File: config.mk
export PLATFORM = sky130hd
export DESIGN_NAME = seg_counter
export DESIGN_NICKNAME = d
export VERILOG_FILES = /design/src/rtl/seg_pkg.sv /design/src/rtl/seg_counter_btn_debounce.sv /design/src/rtl/seg_counter.sv
export SDC_FILE = /design/constraint.sdc
export NUM_CORES = 1
export LEC_CHECK = 0
export BUFFER_PORTS_ARGS = -buffer_cell sky130_fd_sc_hd__buf_2
export CAP_MARGIN = 20
export CORE_ASPECT_RATIO = 1.2
export CORE_MARGIN = 2
export CORE_UTILIZATION = 55
export CTS_BUF_LIST = sky130_fd_sc_hd__clkbuf_8 sky130_fd_sc_hd__clkbuf_16
export DETAILED_ROUTE_END_ITERATION = 10
export HOLD_SLACK_MARGIN = 0.06
export PLACE_DENSITY = 0.86
export SYNTH_ARGS = -nofsm -noshare
export SYNTH_HDL_FRONTEND = slang
export SYNTH_SLANG_ARGS = --single-unit
File: constraint.sdc
create_clock -name clk -period 4.1 [get_ports clk]
set_input_delay 0.82 -clock clk [delete_from_list [all_inputs] [get_ports clk]]
set_output_delay 0.82 -clock clk [all_outputs]
set_load 0.02 [all_outputs]
File: src/rtl/seg_pkg.sv
// Shared 7-segment constants, digit limits and segment decode helper.
package seg_pkg;

    // Active-low segments {g,f,e,d,c,b,a} indexed by nibble value
    localparam logic [6:0] SEG_TABLE [16] = '{
        7'h40, 7'h79, 7'h24, 7'h30, 7'h19, 7'h12, 7'h02, 7'h78,
        7'h00, 7'h10, 7'h08, 7'h03, 7'h46, 7'h21, 7'h06, 7'h0E
    };

    localparam logic [6:0] SEG_BLANK = 7'h7F;

    localparam logic [3:0] HEX_MAX = 4'hF;
    localparam logic [3:0] BCD_MAX = 4'h9;

    // Nibble to active-low segment pattern
    function automatic logic [6:0] seg_decode(input logic [3:0] nib);
        return SEG_TABLE[nib];
    endfunction

endpackage

File: src/rtl/seg_counter_btn_debounce.sv
// Button conditioning: 2-flop synchroniser, stability debouncer, press pulse.
// The press pulse is issued on the same edge the debounced state flips, so a
// steady press reaches the counter DEBOUNCE_CYCLES+3 edges after first sample.
module btn_debounce #(
    parameter int unsigned DEBOUNCE_CYCLES = 16
) (
    input  logic clk,
    input  logic reset,
    input  logic button,
    output logic press
);

    localparam int unsigned CW = (DEBOUNCE_CYCLES > 1) ? $clog2(DEBOUNCE_CYCLES) : 1;
    localparam logic [CW-1:0] LAST = CW'(DEBOUNCE_CYCLES - 1);

    logic          sync1;
    logic          sync2;
    logic          pressed_c;
    logic          stable;
    logic [CW-1:0] cnt;

    // Two-flop synchroniser; idles at released (high)
    always_ff @(posedge clk) begin
        if (reset) begin
            sync1 <= 1'b1;
            sync2 <= 1'b1;
        end else begin
            sync1 <= button;
            sync2 <= sync1;
        end
    end

    assign pressed_c = ~sync2;

    // Flip debounced state after LAST+1 consecutive differing cycles
    always_ff @(posedge clk) begin
        if (reset) begin
            stable <= 1'b0;
            cnt    <= '0;
            press  <= 1'b0;
        end else begin
            press <= 1'b0;
            if (pressed_c != stable) begin
                if (cnt == LAST) begin
                    stable <= pressed_c;
                    cnt    <= '0;
                    press  <= pressed_c;
                end else begin
                    cnt <= cnt + CW'(1);
                end
            end else begin
                cnt <= '0;
            end
        end
    end

endmodule

File: src/rtl/seg_counter.sv
// Debounced button up/down counter with per-digit 7-segment decode.
// Optional decrement button and path enabled by macro SEG_COUNTER_DOWN_EN.
module seg_counter
    import seg_pkg::*;
#(
    parameter int unsigned DIGITS          = 4,
    parameter int unsigned DEBOUNCE_CYCLES = 16,
    parameter int unsigned BCD             = 0
) (
    input  logic                  clk,
    input  logic                  reset,
    input  logic                  button_inc,
`ifdef SEG_COUNTER_DOWN_EN
    input  logic                  button_dec,
`endif
    output logic [4*DIGITS-1:0]   count,
    output logic [7*DIGITS-1:0]   digit,
    output logic                  wrap
);

    localparam logic [3:0] DMAX = (BCD != 0) ? BCD_MAX : HEX_MAX;

    logic                inc_press;
    logic                step_up_c;
    logic                carry_c;
    logic                wrap_c;
    logic [4*DIGITS-1:0] next_count_c;

    btn_debounce #(.DEBOUNCE_CYCLES(DEBOUNCE_CYCLES)) u_inc (
        .clk    (clk),
        .reset  (reset),
        .button (button_inc),
        .press  (inc_press)
    );

`ifdef SEG_COUNTER_DOWN_EN
    logic dec_press;
    logic step_dn_c;

    btn_debounce #(.DEBOUNCE_CYCLES(DEBOUNCE_CYCLES)) u_dec (
        .clk    (clk),
        .reset  (reset),
        .button (button_dec),
        .press  (dec_press)
    );

    // Opposing presses in the same cycle cancel
    assign step_up_c = inc_press & ~dec_press;
    assign step_dn_c = dec_press & ~inc_press;
`else
    assign step_up_c = inc_press;
`endif

    // Ripple carry/borrow across digits; final carry out is the wrap
    always_comb begin
        next_count_c = count;
        carry_c      = 1'b0;
        wrap_c       = 1'b0;
        if (step_up_c) begin
            carry_c = 1'b1;
            for (int i = 0; i < int'(DIGITS); i++) begin
                if (carry_c) begin
                    if (count[4*i +: 4] == DMAX) begin
                        next_count_c[4*i +: 4] = 4'h0;
                    end else begin
                        next_count_c[4*i +: 4] = count[4*i +: 4] + 4'h1;
                        carry_c = 1'b0;
                    end
                end
            end
            wrap_c = carry_c;
        end
`ifdef SEG_COUNTER_DOWN_EN
        else if (step_dn_c) begin
            carry_c = 1'b1;
            for (int i = 0; i < int'(DIGITS); i++) begin
                if (carry_c) begin
                    if (count[4*i +: 4] == 4'h0) begin
                        next_count_c[4*i +: 4] = DMAX;
                    end else begin
                        next_count_c[4*i +: 4] = count[4*i +: 4] - 4'h1;
                        carry_c = 1'b0;
                    end
                end
            end
            wrap_c = carry_c;
        end
`endif
    end

    // Counter and wrap pulse registers
    always_ff @(posedge clk) begin
        if (reset) begin
            count <= '0;
            wrap  <= 1'b0;
        end else begin
            count <= next_count_c;
            wrap  <= wrap_c;
        end
    end

    // Segment decode of each digit
    always_comb begin
        digit = '0;
        for (int i = 0; i < int'(DIGITS); i++) begin
            digit[7*i +: 7] = seg_decode(count[4*i +: 4]);
        end
    end

endmodule

==> impl_results.md <==
- Synth unique cells: 47
- Clock Latency Late Sink: 280 ps
- Initial core utilization: 0.569
- Pint: 0.317 mW
- Antenna Nets Post-Route: 0
- # setup viols final: 0
- Post-cts sizing count: 0
- H-tree depth: 1
- Dpl ws: 1690 ps
- Worst R2R Path Depth: 3
- Full die area: 4230 sq um
- Reg clk slew, reported paths: 90 ps
- Crit. End Element: output port
- PwrDens: 179 nW/um^2
- Fin crit period: 2710 ps
- Maximum fanout along the worst path: 8
- Synthesized area per cell: 8.04 sq um
- Clk pwr share: 0.383
- Setup CP Type: reg -> out
- Antenna violations before repair: 0
- Area Overhead vs Synth: 11.4%
- Min-delay src: u_inc.sync1
- RR Endpoint: count[14]
- P_leak: 0.996 nW
- Dominant register cell in the synthesized netlist: dfxtp_1
- Final period utilization: 0.662
- Share of cells above drive strength 1: 0.213
- Sw frac: 0.222
- Core area: 3600 sq um
- Die width: 59.7 microns
- DRT Wirelength: 4040 microns
- Ports: 48
- Final worst slack: 1390 ps
- Yosys reg bits: 25
- Setup bufs post-CTS: 0
- Number of CTS-inserted buffers: 3
- Hold slack: 419 ps
- Total Neg Setup Slack: 0 ps
- Status: complete, no violations
- Post-DP HPWL: 2890 microns
- Critical Path RT: 3280 ps
- # diodes: 0
- Vias after detailed routing: 1863
- Yosys warnings: 0
- Worst Hold End: u_inc.sync2
- Sink Count: 25
- Register Area: 500 sq um
- Post-Synthesis Cells: 255
- Fillers: 300
- Synth async-reset ratio: 0
- DR vias/cell: 5.73
- GR Util All Layers: 0.183
- RSZ-0062 raised after global routing: no
- 1st-pass router iterations: 4
- First-pass GRT wire length: 6370 microns
- Actual slew at the worst max-slew pin: 710 ps
- Iter 0 DRT Violations: 88
- Die Y: 70.9 microns
- Max Cap Viol: 0
- Register area share after synthesis: 0.244
- Residual DRC: 0
- Placed inst area: 2230 sq um
- Cts hold-fix bufs: 0
- Slew margin rel.: 0.526
- Post-layout nets: 315
- Seq pwr share: 0.599
- Fmax: 0.369 GHz
- Gate power share: 0.018
- CP startpoint: count[4]
- Count of input and output buffers: 47
- Clk_skew: 4.43 ps
- Gp weighted congestion: 0.845
- Final Core Density: 0.634
- Area of the multi-input gates: 1400 sq um
- Std cell rows: 24
- Number of global-route vias before repair: 1537
- CP Launch Type: register
- Final hold viol count: 0
- Post-synth EDFFs: 0
- Reg2reg setup slack: 2100 ps
- CTS tree: done
- Hold path depth: 1
- Pins over their slew limit: 0
- Largest net degree at the start of global routing: 24
- Clock root cell: clkbuf_8
- Worst r2r src: count[2]
- Data arrival, critical path: 1890 ps
- Syn Nets: 283
- Post-synthesis instance area: 2050 sq um
- Switching Power: 0.0905 mW
- Peak VDD IR: 0.000137 V
- Finished Cell Area: 2280 sq um
- Total grt overflow: 0
- HP Class: reg -> reg
- Largest buffer count on any clock path: 2
- Routed length per placed instance: 12.4 microns
-- power groups by stage --
stage	combinational [mW]	clock (mW)	sequential, mW
after global routing	0.00810	0.167	0.245
after global placement	0.00721	0	0.250
final	0.00733	0.156	0.244
after CTS	0.00735	0.159	0.244
after floorplan	0.00512	0	0.250
after detailed placement	0.00730	0	0.250
-- layer usage --
layer | GRT usage | share of wire | vias up
met5 | 0 | 0 | -
met4 | 0.0716 | 0.016 | 0
met3 | 0.0183 | 0.029 | 7
met2 | 0.325 | 0.49 | 36
met1 | 0.219 | 0.47 | 858
li1 | - | - | 962
-- critical path: stages, from the launching register on --
cell	delay, ps
dfxtp_1	460
inv_1	160
ha_1	350
inv_1	40
mux4_2	430
buf_2	170
-- sequential cells by signal (all words and copies together), names as in the netlist --
| signal | flops |
|---|---|
| wrap | 1 |
| count | 16 |
| u_inc.press | 1 |
| u_inc.sync1 | 1 |
| u_inc.sync2 | 1 |
| u_inc.stable | 1 |
| u_inc.cnt | 4 |
-- layout make-up --
| type | count | area share |
|---|---|---|
| timing repair buffer | 47 | 0.103 |
| clock buffer | 3 | 0.0181 |
| sequential | 25 | 0.219 |
| clock inverter | 1 | 0.00383 |
| inverter | 13 | 0.0214 |
| tap | 39 | 0.0214 |
| multi-input combinational | 197 | 0.613 |
-- worst max path at each step --
stage / endpoint / slack [ps] / cells past startpoint
floorplan: digit[10] / 1700 / 4
global placement: digit[10] / 1750 / 5
detailed placement: digit[10] / 1690 / 5
CTS: digit[10] / 1380 / 5
global route: digit[24] / 1290 / 6
finish: digit[10] / 1390 / 5
-- cells in the final DEF, fill, tap and decap left out, drive strengths merged, types with 2 or more instances in the layout --
cell type and n:
a211oi 5, a21oi 19, a31oi 3, and3 3, buf 47, clkbuf 3
dfxtp 25, ha 25, inv 14, mux2 3, mux2i 11, nand2 18
nand2b 5, nand3 20, nand3b 3, nand4 5, nor2 10, nor2b 7
nor3 6, o21a 6, o21ai 19, o31ai 2, or2 4, or3 4
xor2 4
-- kinds of logic after synthesis --
kind of cell | after synthesis | share of synthesized area
buffers and inverters | 33 | 0.0726
AOI/OAI and AO/OA | 62 | 0.182
and+or+nand+nor | 90 | 0.245
DFF | 25 | 0.244
muxes | 15 | 0.0830
adders and majority gates | 25 | 0.153
xor gates and xnor gates | 5 | 0.0214
-- cell usage after synthesis, types with 7 or more instances --
cell type | number | area (sq um)
nand3_1 | 18 | 90.1
buf_2 | 11 | 55.1
inv_1 | 13 | 48.8
a21oi_1 | 19 | 95.1
o21ai_0 | 19 | 95.1
nor2b_1 | 7 | 43.8
nor2_1 | 10 | 37.5
mux2i_1 | 11 | 110
nand2_1 | 18 | 67.6
dfxtp_1 | 25 | 500
ha_1 | 25 | 313
-- through the flow --
| stage | instances | power, mW |
|---|---|---|
| 3_3_place_gp | 321 | 0.257 |
| 2_1_floorplan | 255 | 0.255 |
| 4_1_cts | 325 | 0.410 |
| 5_1_grt | 325 | 0.420 |
| 3_5_place_dp | 321 | 0.257 |
| 6_report | 325 | 0.408 |
Note: power is estimated with default switching activity, not from simulation.
